## src/rtl/fetch_sequencer.sv

```systemverilog
// Instruction fetch sequencer: issues one instruction-memory request at a
// time, buffers the returned word for decode, and handles branch redirects
// by discarding any fetch that is in flight or already buffered.
//
// Handshakes: a request transfers in the cycle imem_req_valid and
// imem_req_ready are both high; a buffered instruction transfers in the cycle
// instr_valid and instr_ready are both high. A valid, once raised, is held
// with stable payload until the transfer (or a redirect/reset) occurs.
// imem_rsp_valid is a single-cycle pulse with no back-pressure.
module fetch_sequencer (
    input  logic        clk,
    input  logic        reset,
    input  logic        halt,
    output logic        imem_req_valid,
    output logic [11:0] imem_addr,
    input  logic        imem_req_ready,
    input  logic        imem_rsp_valid,
    input  logic [15:0] imem_rsp_data,
    output logic        instr_valid,
    output logic [15:0] instr,
    output logic [11:0] instr_pc,
    input  logic        instr_ready,
    input  logic        redirect,
    input  logic [11:0] redirect_pc,
    output logic [2:0]  fsm_state
);

    typedef enum logic [2:0] {
        S_IDLE = 3'd0,
        S_REQ  = 3'd1,
        S_WAIT = 3'd2,
        S_HOLD = 3'd3,
        S_DROP = 3'd4
    } state_t;

    state_t      state, state_nx;
    logic [11:0] pc, pc_nx;
    logic [11:0] req_pc, req_pc_nx;
    logic [15:0] instr_nx;
    logic [11:0] instr_pc_nx;

    // State and datapath registers; reset abandons any outstanding fetch.
    always_ff @(posedge clk) begin
        if (reset) begin
            state    <= S_IDLE;
            pc       <= 12'h000;
            req_pc   <= 12'h000;
            instr    <= 16'h0000;
            instr_pc <= 12'h000;
        end else begin
            state    <= state_nx;
            pc       <= pc_nx;
            req_pc   <= req_pc_nx;
            instr    <= instr_nx;
            instr_pc <= instr_pc_nx;
        end
    end

    // Next-state logic; redirect is evaluated first in every state so it
    // overrides handshakes and responses arriving in the same cycle.
    always_comb begin
        state_nx    = state;
        pc_nx       = pc;
        req_pc_nx   = req_pc;
        instr_nx    = instr;
        instr_pc_nx = instr_pc;
        case (state)
            S_IDLE: begin
                if (redirect) begin
                    pc_nx = redirect_pc;
                end else if (!halt) begin
                    state_nx = S_REQ;
                end
            end
            S_REQ: begin
                // halt is not looked at here: an asserted request stays up.
                if (redirect) begin
                    pc_nx    = redirect_pc;
                    // An accepted request still owes a response that must be eaten.
                    state_nx = imem_req_ready ? S_DROP : S_IDLE;
                end else if (imem_req_ready) begin
                    req_pc_nx = pc;
                    pc_nx     = pc + 12'd1;
                    state_nx  = S_WAIT;
                end
            end
            S_WAIT: begin
                if (redirect) begin
                    pc_nx    = redirect_pc;
                    // A response in this very cycle is the one being discarded.
                    state_nx = imem_rsp_valid ? S_IDLE : S_DROP;
                end else if (imem_rsp_valid) begin
                    instr_nx    = imem_rsp_data;
                    instr_pc_nx = req_pc;
                    state_nx    = S_HOLD;
                end
            end
            S_HOLD: begin
                if (redirect) begin
                    pc_nx    = redirect_pc;
                    state_nx = S_IDLE;
                end else if (instr_ready) begin
                    state_nx = S_IDLE;
                end
            end
            S_DROP: begin
                if (redirect) begin
                    pc_nx = redirect_pc;
                    // Leave once the stale response has shown up, so we never wait forever.
                    if (imem_rsp_valid) begin
                        state_nx = S_IDLE;
                    end
                end else if (imem_rsp_valid) begin
                    state_nx = S_IDLE;
                end
            end
            default: begin
                state_nx = S_IDLE;
            end
        endcase
    end

    assign imem_req_valid = (state == S_REQ);
    assign imem_addr      = pc;
    assign instr_valid    = (state == S_HOLD);
    assign fsm_state      = state;

endmodule

```

## config.mk

```make
export PLATFORM = sky130hd
export DESIGN_NAME = fetch_sequencer
export DESIGN_NICKNAME = d
export VERILOG_FILES = /design/src/rtl/fetch_sequencer.sv
export SDC_FILE = /design/constraint.sdc
export NUM_CORES = 1
export LEC_CHECK = 0
export ABC_CLOCK_PERIOD_IN_PS = 1500
export CAP_MARGIN = 10
export CORE_MARGIN = 4
export CORE_UTILIZATION = 40
export CTS_CLUSTER_DIAMETER = 60
export DETAILED_ROUTE_END_ITERATION = 10
export GPL_TIMING_DRIVEN = 0
export PLACE_DENSITY = 0.81
export SYNTH_ARGS = -nofsm -noshare
export SYNTH_HDL_FRONTEND = slang
export SYNTH_SLANG_ARGS = --single-unit
```

## constraint.sdc

```tcl
create_clock -name clk -period 1.5 [get_ports clk]
set_input_delay 0.15 -clock clk [delete_from_list [all_inputs] [get_ports clk]]
set_output_delay 0.15 -clock clk [all_outputs]
set_load 0.05 [all_outputs]
```

# After elaboration in Yosys (flattened, before gate mapping)
# Cells that the tools add are included.
# word_totals
regBits	55
in_bits	35
elab_cells	41
# op_classes
add_sub_neg	1
eq_ne	11
n_mux	16
n_bitwise	1
n_reduce_logical	7
# ops
operator	n
two-way mux 12 bit	3
two-way mux 3 bit	11
case mux 12 bit (2 select lines)	1
case mux 3 bit (5 select lines)	1
adder 12 x 1 -> 12 bit (second input constant)	1
AND reduction 3 bit	3
== test 3 x 2 -> 1 bit (second input constant)	2
!= test 2 bit (second input constant)	3
!= test 3 x 1 -> 1 bit (second input constant)	2
AND reduction 6 bit	1
OR reduction 4 bit	1
== test 3 x 1 -> 1 bit (second input constant)	1
== test 3 bit (second input constant)	1
zero test 3 bit	1
!= test 3 bit (second input constant)	1
!= test 2 x 1 -> 1 bit (second input constant)	1
nonzero test 2 bit	1
NOT 1 bit	1

# Longest topological paths before layout
# Gate-level depths: netlist of the first run.
# logic_depth
ltp_word	4
ltp_mapped	7
ltp_nobuf	5

# Worst setup path before layout of the first run
# No wires, ideal clock.
# synth_path
path_type	register to output
startpoint	register state[0] (netlist: fsm_state[0])
endpoint	output port imem_req_valid
arrival_time_ps	2018
required_time_ps	1350
slack_ps	-668
path_stages_with_launch	3
n_path_buf	1
cell_sequence	dfxtp_1 buf_6 nor3b_1
# synth_between
elab_chain_len	1
# synth_lines
element	line_no	rtl
from (decl)	36	state_t state, state_nx;
from (signal assigned)	51	state <= state_nx;
== test 3 x 1 -> 1 bit	123	assign imem_req_valid = (state == S_REQ);
to (decl)	14	output logic imem_req_valid,
# Every way passes these cells.

# Worst setup path in the final report of the first run
# layout_path
startpoint	register state[0] (netlist: fsm_state[0])
endpoint	register pc[9] (netlist: imem_addr[9])
# layout_between
elab_chain_len	4
word_cells_on_any_way	11
cone_classes	6 x eq/ne; 1 x mux; 4 x reduce/logical
# layout_lines
element	line_no	rtl
== test 3 x 2 -> 1 bit (tied with other cells)	67	case (state)
OR reduction 4 bit (no source line)	-	
!= test 2 x 1 -> 1 bit (no source line) or nonzero test 2 bit (tied branches)	-	
AND reduction 3 bit (no source line)	-	
to (signal assigned)	52	pc <= pc_nx;
to (decl)	37	logic [11:0] pc, pc_nx;
# Parallel ways exist; a longest one is shown, timed or not.
# A chain may end at the register's enable or synchronous reset.

==> metrics, run 1 <==
Post-synth EDFFs 0; worst skew pair latency 0.32 ns; Final ANT Viol Nets 0; Setup-failing EPs final 34; LEAKAGE 0.00177 uW; post-synthesis register bit count 55; clk_skew 0.0107 ns; r2r setup slk -0.12 ns; port bufs 78; DR DRC count 0; first-pass GRT wire length 11200 um; Ys Warns 0; worst hold stages 3; Yosys top cell area share 46.5%; GRT met3 Usage 6.70%; max-cap violation count 0; HP Class primary input to flop; synth unique cells 44; final std cells w/o fill 495; Worst slew margin 49.2%; die width 85.0 um; power per cell area 723 mW/mm^2; crit path time final 1.62 ns; vias in the first global route 2385; Seq pwr share 52.2%; crit share post-route 108%; hold wc startpoint reset; clock buffer depth 2; total die area 0.00722 mm^2; # clock sinks 55; worst-case vdd ir drop 509 uV; Clk pwr share 29.0%; startpoint types flop; P&R area growth vs syn 72.7%; CTS Buf Count 5; total power 2960 uW; placed insts 451; initial antenna violation count 0; global-route track usage on met2 32.0%; gr usage total 18.8%; CTS tree done; RePlAce Congestion 0.845; Gate power share 18.8%; Antenna Cells 0; CP endpoint kind flop; post-synthesis net count 337; Avg Synthesized Cell Area 7.87 um^2; maximum fanout along the worst path 5; Avg WL per Cell 16.9 um; HPWL Detailed 4680 um; CTS H-tree depth 2; most used routing layer met2; Worst Path Required 1.71 ns; Rows 27; Initial Util 42.0%; main area contributors after synthesis dfxtp_1, nand2_1, a21oi_1, o21ai_0, clkbuf_1; Hold Violations, Final 0; worst slew pin tran 0.761 ns; pin count of the biggest net entering global routing 19; DR vias/cell 5.43; CP arrival 1.82 ns; layout cells sized above 1 35.9%; Root Buffer clkbuf_8; worst hold slack 0.376 ns; switching part of the total power 29.9%; vias 2690; PnR worst setup slack -0.117 ns; Final #Nets 458; status finished, violations left; Die Y 85.0 um; IO Count 80; synthesized cell area 0.00237 mm^2; NetSw 884 uW; count leader, synth nand2_1; cell count after synthesis 301; clock slew at reported path FFs 0.10 ns; total grt overflow 0; reg2reg path depth 7; Reg-to-Reg Start fsm_state[0]; Fmax 618 MHz; DRT Wirelength 8360 um; unrepaired setup endpoints after global routing yes; area leader, netlist dfxtp_1; critical setup path kind flop to flop; worst r2r dst imem_addr[9]; most frequent cells after synthesis nand2_1, dfxtp_1, a21oi_1, o21ai_0, clkbuf_1; Pint 2070 uW; Synth async-reset ratio 0%; Synth Flop Type dfxtp_1; failing checks negative setup slack; core area 0.00564 mm^2; met1 Track Usage GR 22.6%; Seq/Total Area, Yosys 46.5%; WHS Endpoint imem_addr[8]; First DRT Iteration DRCs 138; Final Max Slew Viols 0; DR pass1 iterations 4
==> cell usage in the layout (no fill, tap or decap), types with 6 or more instances in the layout <==
cell | Yosys | layout
buf_6 | 3 | 20
clkdlybuf4s50_1 | 0 | 33
nand2_4 | 0 | 16
inv_1 | 7 | 7
dfxtp_1 | 55 | 45
o21ai_2 | 0 | 6
dlygate4sd2_1 | 0 | 40
buf_4 | 0 | 25
nand2_2 | 0 | 13
clkbuf_8 | 0 | 6
a21oi_1 | 47 | 25
nand2_1 | 87 | 58
a21oi_2 | 0 | 22
nor3_1 | 8 | 8
==> repair_timing <==
action,4_1_cts,5_1_grt
pin swaps,13,32
gates resized for setup,96,107
cloned,2,4
endpoints found under the setup margin,87,57
hold buffers,0,0
setup buffers,19,14
==> final cells by class <==
type	instances	area [um^2]
plain buffers	20	166
clock buffers	5	68.8
clock inverters	3	22.5
repair buffers	117	1100
well taps	72	90.1
fillers	410	1550
inverters	7	26.3
multi-input cells	216	1490
flip-flops and latches	55	1130
==> critical path, cell delays in order, from the launching register on <==
cell	delay (ns)
dfxtp_4	0.36
buf_6	0.12
or3b_4	0.40
buf_6	0.13
nand3_4	0.08
buf_6	0.13
o21ai_2	0.05
a32o_1	0.25
==> how the worst max path moves through the flow <==
stage                             from           end  slack [ns]  cells after the start
after global placement        redirect   instr_pc[5]       -0.49                      7
after global routing      fsm_state[1]  imem_addr[7]       -0.18                      5
final                     fsm_state[0]  imem_addr[9]       -0.12                      7
after CTS                 fsm_state[1]  imem_addr[0]       -0.13                      5
after detailed placement      redirect     instr[11]       -0.52                      7
after floorplan           fsm_state[1]  imem_addr[0]       -0.18                      6
==> power by group through the flow <==
stage,Sequential [uW],Combinational [uW],Clock (uW)
global placement,1570,449,0
CTS,1540,497,866
floorplan,1660,158,0
global route,1550,588,949
finish,1540,556,859
detailed placement,1570,450,0
==> metrics by stage <==
step                      util [%]  instance area (um^2)  setup WS (ns)  TNS [ns]
final                         72.5                  4090         -0.117     -1.31
after global placement        58.4                  3290         -0.494    -18.79
after global routing          72.5                  4090         -0.179     -3.56
after floorplan                  -                  2420         -0.185     -1.13
after detailed placement      58.4                  3290         -0.521    -19.52
after CTS                     63.9                  3610         -0.126     -1.38
==> per-layer routing <==
| layer | wire length [um] | part of all wire, % |
|---|---|---|
| met3 | 560 | 6.7 |
| met1 | 3430 | 41 |
| met2 | 4310 | 52 |
| met4 | 59 | 0.71 |
| met5 | 0 | 0 |
==> kinds of logic after synthesis <==
logic type / count (synthesis) / synth area share (%)
adders and majority gates: 1 / 0.528
and+or+nand+nor: 132 / 25.1
muxes: 2 / 1.53
DFF: 55 / 46.5
AOI/OAI and AO/OA: 81 / 20.2
buffers and inverters: 30 / 6.12
==> registers in the layout (all words and copies together), names as in the netlist <==
signal     count
imem_addr     12
req_pc        12
instr_pc      12
instr         16
fsm_state      3
(Power assumes the default switching activity.)
==> run 2, diff against run 1 <==
--- a/config.mk
+++ b/config.mk
@@ -9,7 +9,7 @@
 export CAP_MARGIN = 10
 export CORE_MARGIN = 4
 export CORE_UTILIZATION = 40
-export CTS_CLUSTER_DIAMETER = 60
+export CTS_CLUSTER_DIAMETER = 40
 export DETAILED_ROUTE_END_ITERATION = 10
 export GPL_TIMING_DRIVEN = 0
 export PLACE_DENSITY = 0.81
==> results of run 2 <==
Same layout as run 1: the final DEF is identical, and so are final timing and power.
==> edit 1 (flow settings as in run 2) <==
Take the reset off `instr` and `instr_pc` and load them in a clocked block of their own.
--- a/src/rtl/fetch_sequencer.sv
+++ b/src/rtl/fetch_sequencer.sv
@@ -46,13 +46,14 @@
             pc       <= 12'h000;
             req_pc   <= 12'h000;
-            instr    <= 16'h0000;
-            instr_pc <= 12'h000;
         end else begin
             state    <= state_nx;
             pc       <= pc_nx;
             req_pc   <= req_pc_nx;
-            instr    <= instr_nx;
-            instr_pc <= instr_pc_nx;
         end
+    end
+
+    always_ff @(posedge clk) begin
+        instr    <= instr_nx;
+        instr_pc <= instr_pc_nx;
     end
 
Formal check against the unedited RTL: differs if reset is asserted again (counterexample within 4 cycles, from zero or initial values and one cycle with reset high); with reset held inactive, the same outputs for 10 cycles.
==> edit 1 against run 2 <==
The flow still finishes with violations (negative setup slack). Worst setup slack gained 0.076 ns. Area after synthesis shrank 3.7%. Cell area down 11%. Combinational power down 4.9%. Sequential cell count did not move. Critical path type unchanged. Wire length shrank 17%. Largest power group unchanged. Power grew 6.7%. Critical path depth fell by 1. Count of clock-buffer cells in the layout increased by 1. Cell count decreased by 24%.
==> edit 1: results (changes against run 2) <==
status = finished, violations left
violated checks = negative setup slack
gpl congestion = 0.860 (+1.8%)
GR Layer Usage met2 = 0.344 (+0.0241)
min-delay worst type = input port to flop
met1 usage = 0.235 (+0.00918)
worst-margin pin slew = 0.529 ns (-0.232 ns)
final setup vio count = 10 (-71%)
maximum fanout along the worst path = 7 (+2)
Synthesized Nets = 235 (-30%)
Worst setup endpoint = imem_addr[8]
hold path start = imem_rsp_data[14]
largest net degree at the start of global routing = 18 (-1)
post-synthesis xor/xnor area fraction = 0 (unchanged)
hpwl dp = 4420 um (-5.6%)
CP startpoint = fsm_state[1]
post-synthesis adder-cell area fraction = 0.00549 (+0.000206)
worst hold endpoint = instr[14]
Clock Path Buffers = 2 (unchanged)
# nets final = 341 (-26%)
met3 GRT Util = 0.0602 (-0.00677)
WL met1 = 2650 um (-23%)
top post-synthesis cells by area = edfxtp_1 (37%), dfxtp_1 (24%), mux2i_1 (5.3%)
Post-synth top flop = edfxtp_1
pre-CTS setup slack = -0.815 ns (-0.294 ns)
fillers = 418 (+2.0%)
routed via count = 2078 (-23%)
number of synthesized flops with an enable pin = 28 (+28)
H-tree levels = 2 (unchanged)
Crit path largest cell delay = 0.38 ns (-0.02 ns)
sequential area share after synthesis = 0.606 (+0.141)
overall routing resource usage = 0.201 (+0.0127)
worst path arrival time = 1.74 ns (-0.08 ns)
Hold Path Cell Cnt = 1 (-2)
PnR worst setup slack = -0.0406 ns (+0.0764 ns)
routed wire length = 6930 um (-17%)
post-synthesis compound-gate area fraction = 0.123 (-0.0793)
vias in the first global route = 2174 (-8.8%)
slowest CP cell = dfxtp_4
Synth top cells by count = edfxtp_1 (28), dfxtp_1 (27), nor2_1 (16)
synth unique cells = 45 (+2.3%)
met3 WL = 675 um (+21%)
clock latency on the worst-skew pair = 0.31 ns
Clock Skew = 0.0108 ns (+0.0000816 ns)
IO buf count = 79 (+1.3%)
metal2 WL = 3450 um (-20%)
share of layout cells above drive strength 1 = 0.265 (-0.0946)
peak supply drop = 408 uV (-20%)
initial DRC count = 203 (+47%)
DRT Pass-1 Iters = 5 (+1)
switching pwr = 0.817 mW (-7.6%)
top sig layer = met4
Reg2Reg Depth = 6 (-1)
post-synthesis mux area share = 0.0686 (+0.0533)
Leak Pwr = 1.31 nW (-26%)
-- edit 1: cell types whose count changed after synthesis, moves of 6 or more --
cell,change
nor2_1,+8
edfxtp_1,+28
mux2i_1,+12
inv_1,-6
dfxtp_1,-28
a21oi_1,-37
nand2_1,-72
-- edit 1: logic make-up after synthesis --
group	after synthesis
flip-flops	55
buffers and inverters	14
multiplexers	15
adder cells (fa/ha/maj)	1
AND/OR/NAND/NOR	71
AO/OA/AOI/OAI	43
-- edit 1: repair_timing --
item                       in CTS  in global routing
buffers inserted               16                  1
hold buffers                    0                  0
pin swaps                      15                  7
setup endpoints to repair      87                 39
cloned                          4                  0
resized for setup              99                 17
-- edit 1: stage by stage --
step	std cells	setup TNS, ns	hold slack (ns)	cell area (um^2)
after floorplan	199	-0.259	0.212	2400
after global placement	350	-26.77	0.414	3280
after detailed placement	350	-30.27	0.414	3280
after CTS	378	-0.117	0.386	3620
after global routing	378	-1.18	0.381	3650
final	378	-0.212	0.392	3650
-- edit 1: cell type report --
| cell class | count | share of cell area |
|---|---|---|
| clock inverters | 2 | 0.0103 |
| inverters | 1 | 0.00103 |
| flip-flops and latches | 55 | 0.388 |
| clock buffers | 6 | 0.0199 |
| well taps | 72 | 0.0247 |
| repair buffers | 97 | 0.240 |
| multi-input cells | 133 | 0.283 |
| plain buffers | 12 | 0.0333 |
-- edit 1: power by group through the flow --
stage | combinational (mW) | clock, mW | sequential (mW)
after floorplan | 0.156 | 0 | 1.78
after global placement | 0.453 | 0 | 1.69
after detailed placement | 0.463 | 0 | 1.69
after CTS | 0.516 | 0.983 | 1.65
after global routing | 0.562 | 1.04 | 1.67
final | 0.529 | 0.969 | 1.66
==> edit 2 (flow settings as in run 2) <==
Made on the original files. Make the reset (`reset`) asynchronous in one clocked block.
--- a/src/rtl/fetch_sequencer.sv
+++ b/src/rtl/fetch_sequencer.sv
@@ -41,5 +41,5 @@
 
     // State and datapath registers; reset abandons any outstanding fetch.
-    always_ff @(posedge clk) begin
+    always_ff @(posedge clk or posedge reset) begin
         if (reset) begin
             state    <= S_IDLE;
Function: differs if reset is asserted again (counterexample within 4 cycles, from zero or initial values and one cycle with reset high); with reset held inactive, the same outputs for 10 cycles.
==> edit 2 against run 2 <==
The run still ends with negative setup slack left. Wire length decreased by 11%. Area after synthesis increased by 11%. Cell area increased by 4.1%. Die area rose by 10%. Cell count shrank 19%. Maximum frequency down 5.5%. Global-route usage decreased by 0.63 points. Worst setup slack worse by 0.095 ns. Sequential cell count is the same. Critical path type unchanged.
Power is not compared: it rests on default switching activity, and its combinational part moved more than twofold at a synthesized area within 25%.
==> edit 2: results (changes against run 2) <==
status = finished, violations left
violated checks = negative setup slack
maximum fanout along the worst path = 4 (-1)
clock latency on the worst-skew pair = 0.31 ns
# diodes = 0 (unchanged)
final setup vio count = 53 (+56%)
# nets final = 358 (-22%)
DRT Pass-1 Iters = 4 (unchanged)
synth unique cells = 40 (-9.1%)
max reg flops = 16 (unchanged)
Leak Pwr = 1.95 nW
hpwl dp = 4600 um (-1.6%)
worst path arrival time = 1.93 ns (+0.11 ns)
Top reg by flops = instr
PnR worst setup slack = -0.212 ns (-0.0950 ns)
first-pass GRT wire length = 11400 um (+1.8%)
Clock Skew = 0.0110 ns (+0.000293 ns)
Vias/cell = 5.51 (+1.3%)
Synth top cells by count = dfrtp_1 (55), mux2_2 (20), mux2_4 (20)
CTS buffer count = 5 (unchanged)
top post-synthesis cells by area = dfrtp_1 (52%), mux2_4 (11%), mux2_2 (8.6%)
gpl congestion = 0.847 (+0.27%)
Yosys warnings = 0 (unchanged)
vias in the first global route = 2235 (-6.3%)
IO buf count = 79 (+1.3%)
remaining antenna violation count after routing = 0 (unchanged)
Clock Path Buffers = 2 (unchanged)
max_cap viols = 0 (unchanged)
initial antenna violation count = 0 (unchanged)
min-delay worst type = input port to asynchronous set/reset pin
worst-margin pin slew = 0.506 ns (-0.255 ns)
routed wire length = 7480 um (-11%)
clock transition at the registers of the reported paths = 0.11 ns
overall routing resource usage = 0.182 (-0.00633)
Async S/R FF share, synth = 1.00 (+1.00)
peak supply drop = 1320 uV
pre-CTS setup slack = -0.579 ns (-0.0578 ns)
H-tree levels = 2 (unchanged)
initial DRC count = 66 (-52%)
Post-synth top flop = dfrtp_1
CTS Root Cell = clkbuf_8
final setup TNS = -5.75 ns (-4.44 ns)
share of layout cells above drive strength 1 = 0.458 (+0.0989)
sequential area share after synthesis = 0.523 (+0.0584)
largest net degree at the start of global routing = 44 (+25)
Synthesized Nets = 236 (-30%)
## edit 2: cell types whose count changed after synthesis, moves of 11 or more
cell	change
clkbuf_1	-11
dfxtp_1	-55
o21ai_0	-13
nand2_1	-78
mux2_2	+20
a21oi_1	-46
mux2_4	+20
dfrtp_1	+55
## edit 2: cell type report
type / instances / area [um^2]
sequential: 55 / 1390
fill: 484 / 2130
timing repair buffer: 117 / 1130
inverter: 6 / 22.5
clock buffer: 5 / 68.8
clock inverter: 3 / 25.0
tap: 77 / 96.3
buffer: 10 / 120
multi-input combinational: 127 / 1410
## edit 2: stage by stage
step | area [um^2] | hold WS, ns | total power, mW | instances
floorplan | 2740 | 0.244 | 5.09 | 200
global placement | 3630 | 0.489 | 6.25 | 356
detailed placement | 3650 | 0.445 | 6.35 | 357
CTS | 4190 | 0.111 | 7.20 | 393
global route | 4260 | 0.139 | 7.63 | 400
finish | 4260 | 0.108 | 7.28 | 400
## edit 2: path summary, 6_finish.rpt
check	from	to	depth (start not counted)
hold / removal	reset	imem_addr[7]	2
setup / recovery	fsm_state[1]	imem_addr[8]	5
min in group clk	redirect_pc[1]	imem_addr[1]	3
max in group asynchronous	reset	fsm_state[1]	3
setup reg to reg	fsm_state[1]	imem_addr[8]	5
hold reg to reg	instr[12]	instr[12]	1
## edit 2: cell families (layout without fill, tap and decap cells)
logic type	after synthesis	after routing	synth area share
compound gates	34	34	0.101
fa+ha+maj	1	1	0.00475
buf+inv	18	141	0.0471
flops	55	55	0.523
mux	48	48	0.230
simple gates	44	44	0.0942
## edit 2: critical path: stages (launching register included)
cell      delay [ns]
dfrtp_2         0.45
buf_12          0.14
mux2i_4         0.19
or4_4           0.54
o22ai_2         0.13
o2bb2a_4        0.17
## edit 2: report_power, final
part | total [mW] | switching (mW) | internal [mW]
clock network | 0.842 | 0.506 | 0.335
logic | 3.93 | 2.33 | 1.61
registers | 2.50 | 0.432 | 2.07
## edit 2: metal layers
layer / GRT usage / share of wire / vias up
met1: 0.240 / 0.41 / 1112
met5: 0 / 0 / -
li1: - / - / 989
met3: 0.0323 / 0.060 / 11
met2: 0.311 / 0.51 / 90
met4: 0.0460 / 0.015 / 0
## edit 2: what timing repair did
action / CTS / global route
pin swaps: 17 / 11
endpoints found under the setup margin: 96 / 61
gates resized for setup: 112 / 33
buffers inserted: 25 / 13
gates cloned: 3 / 0
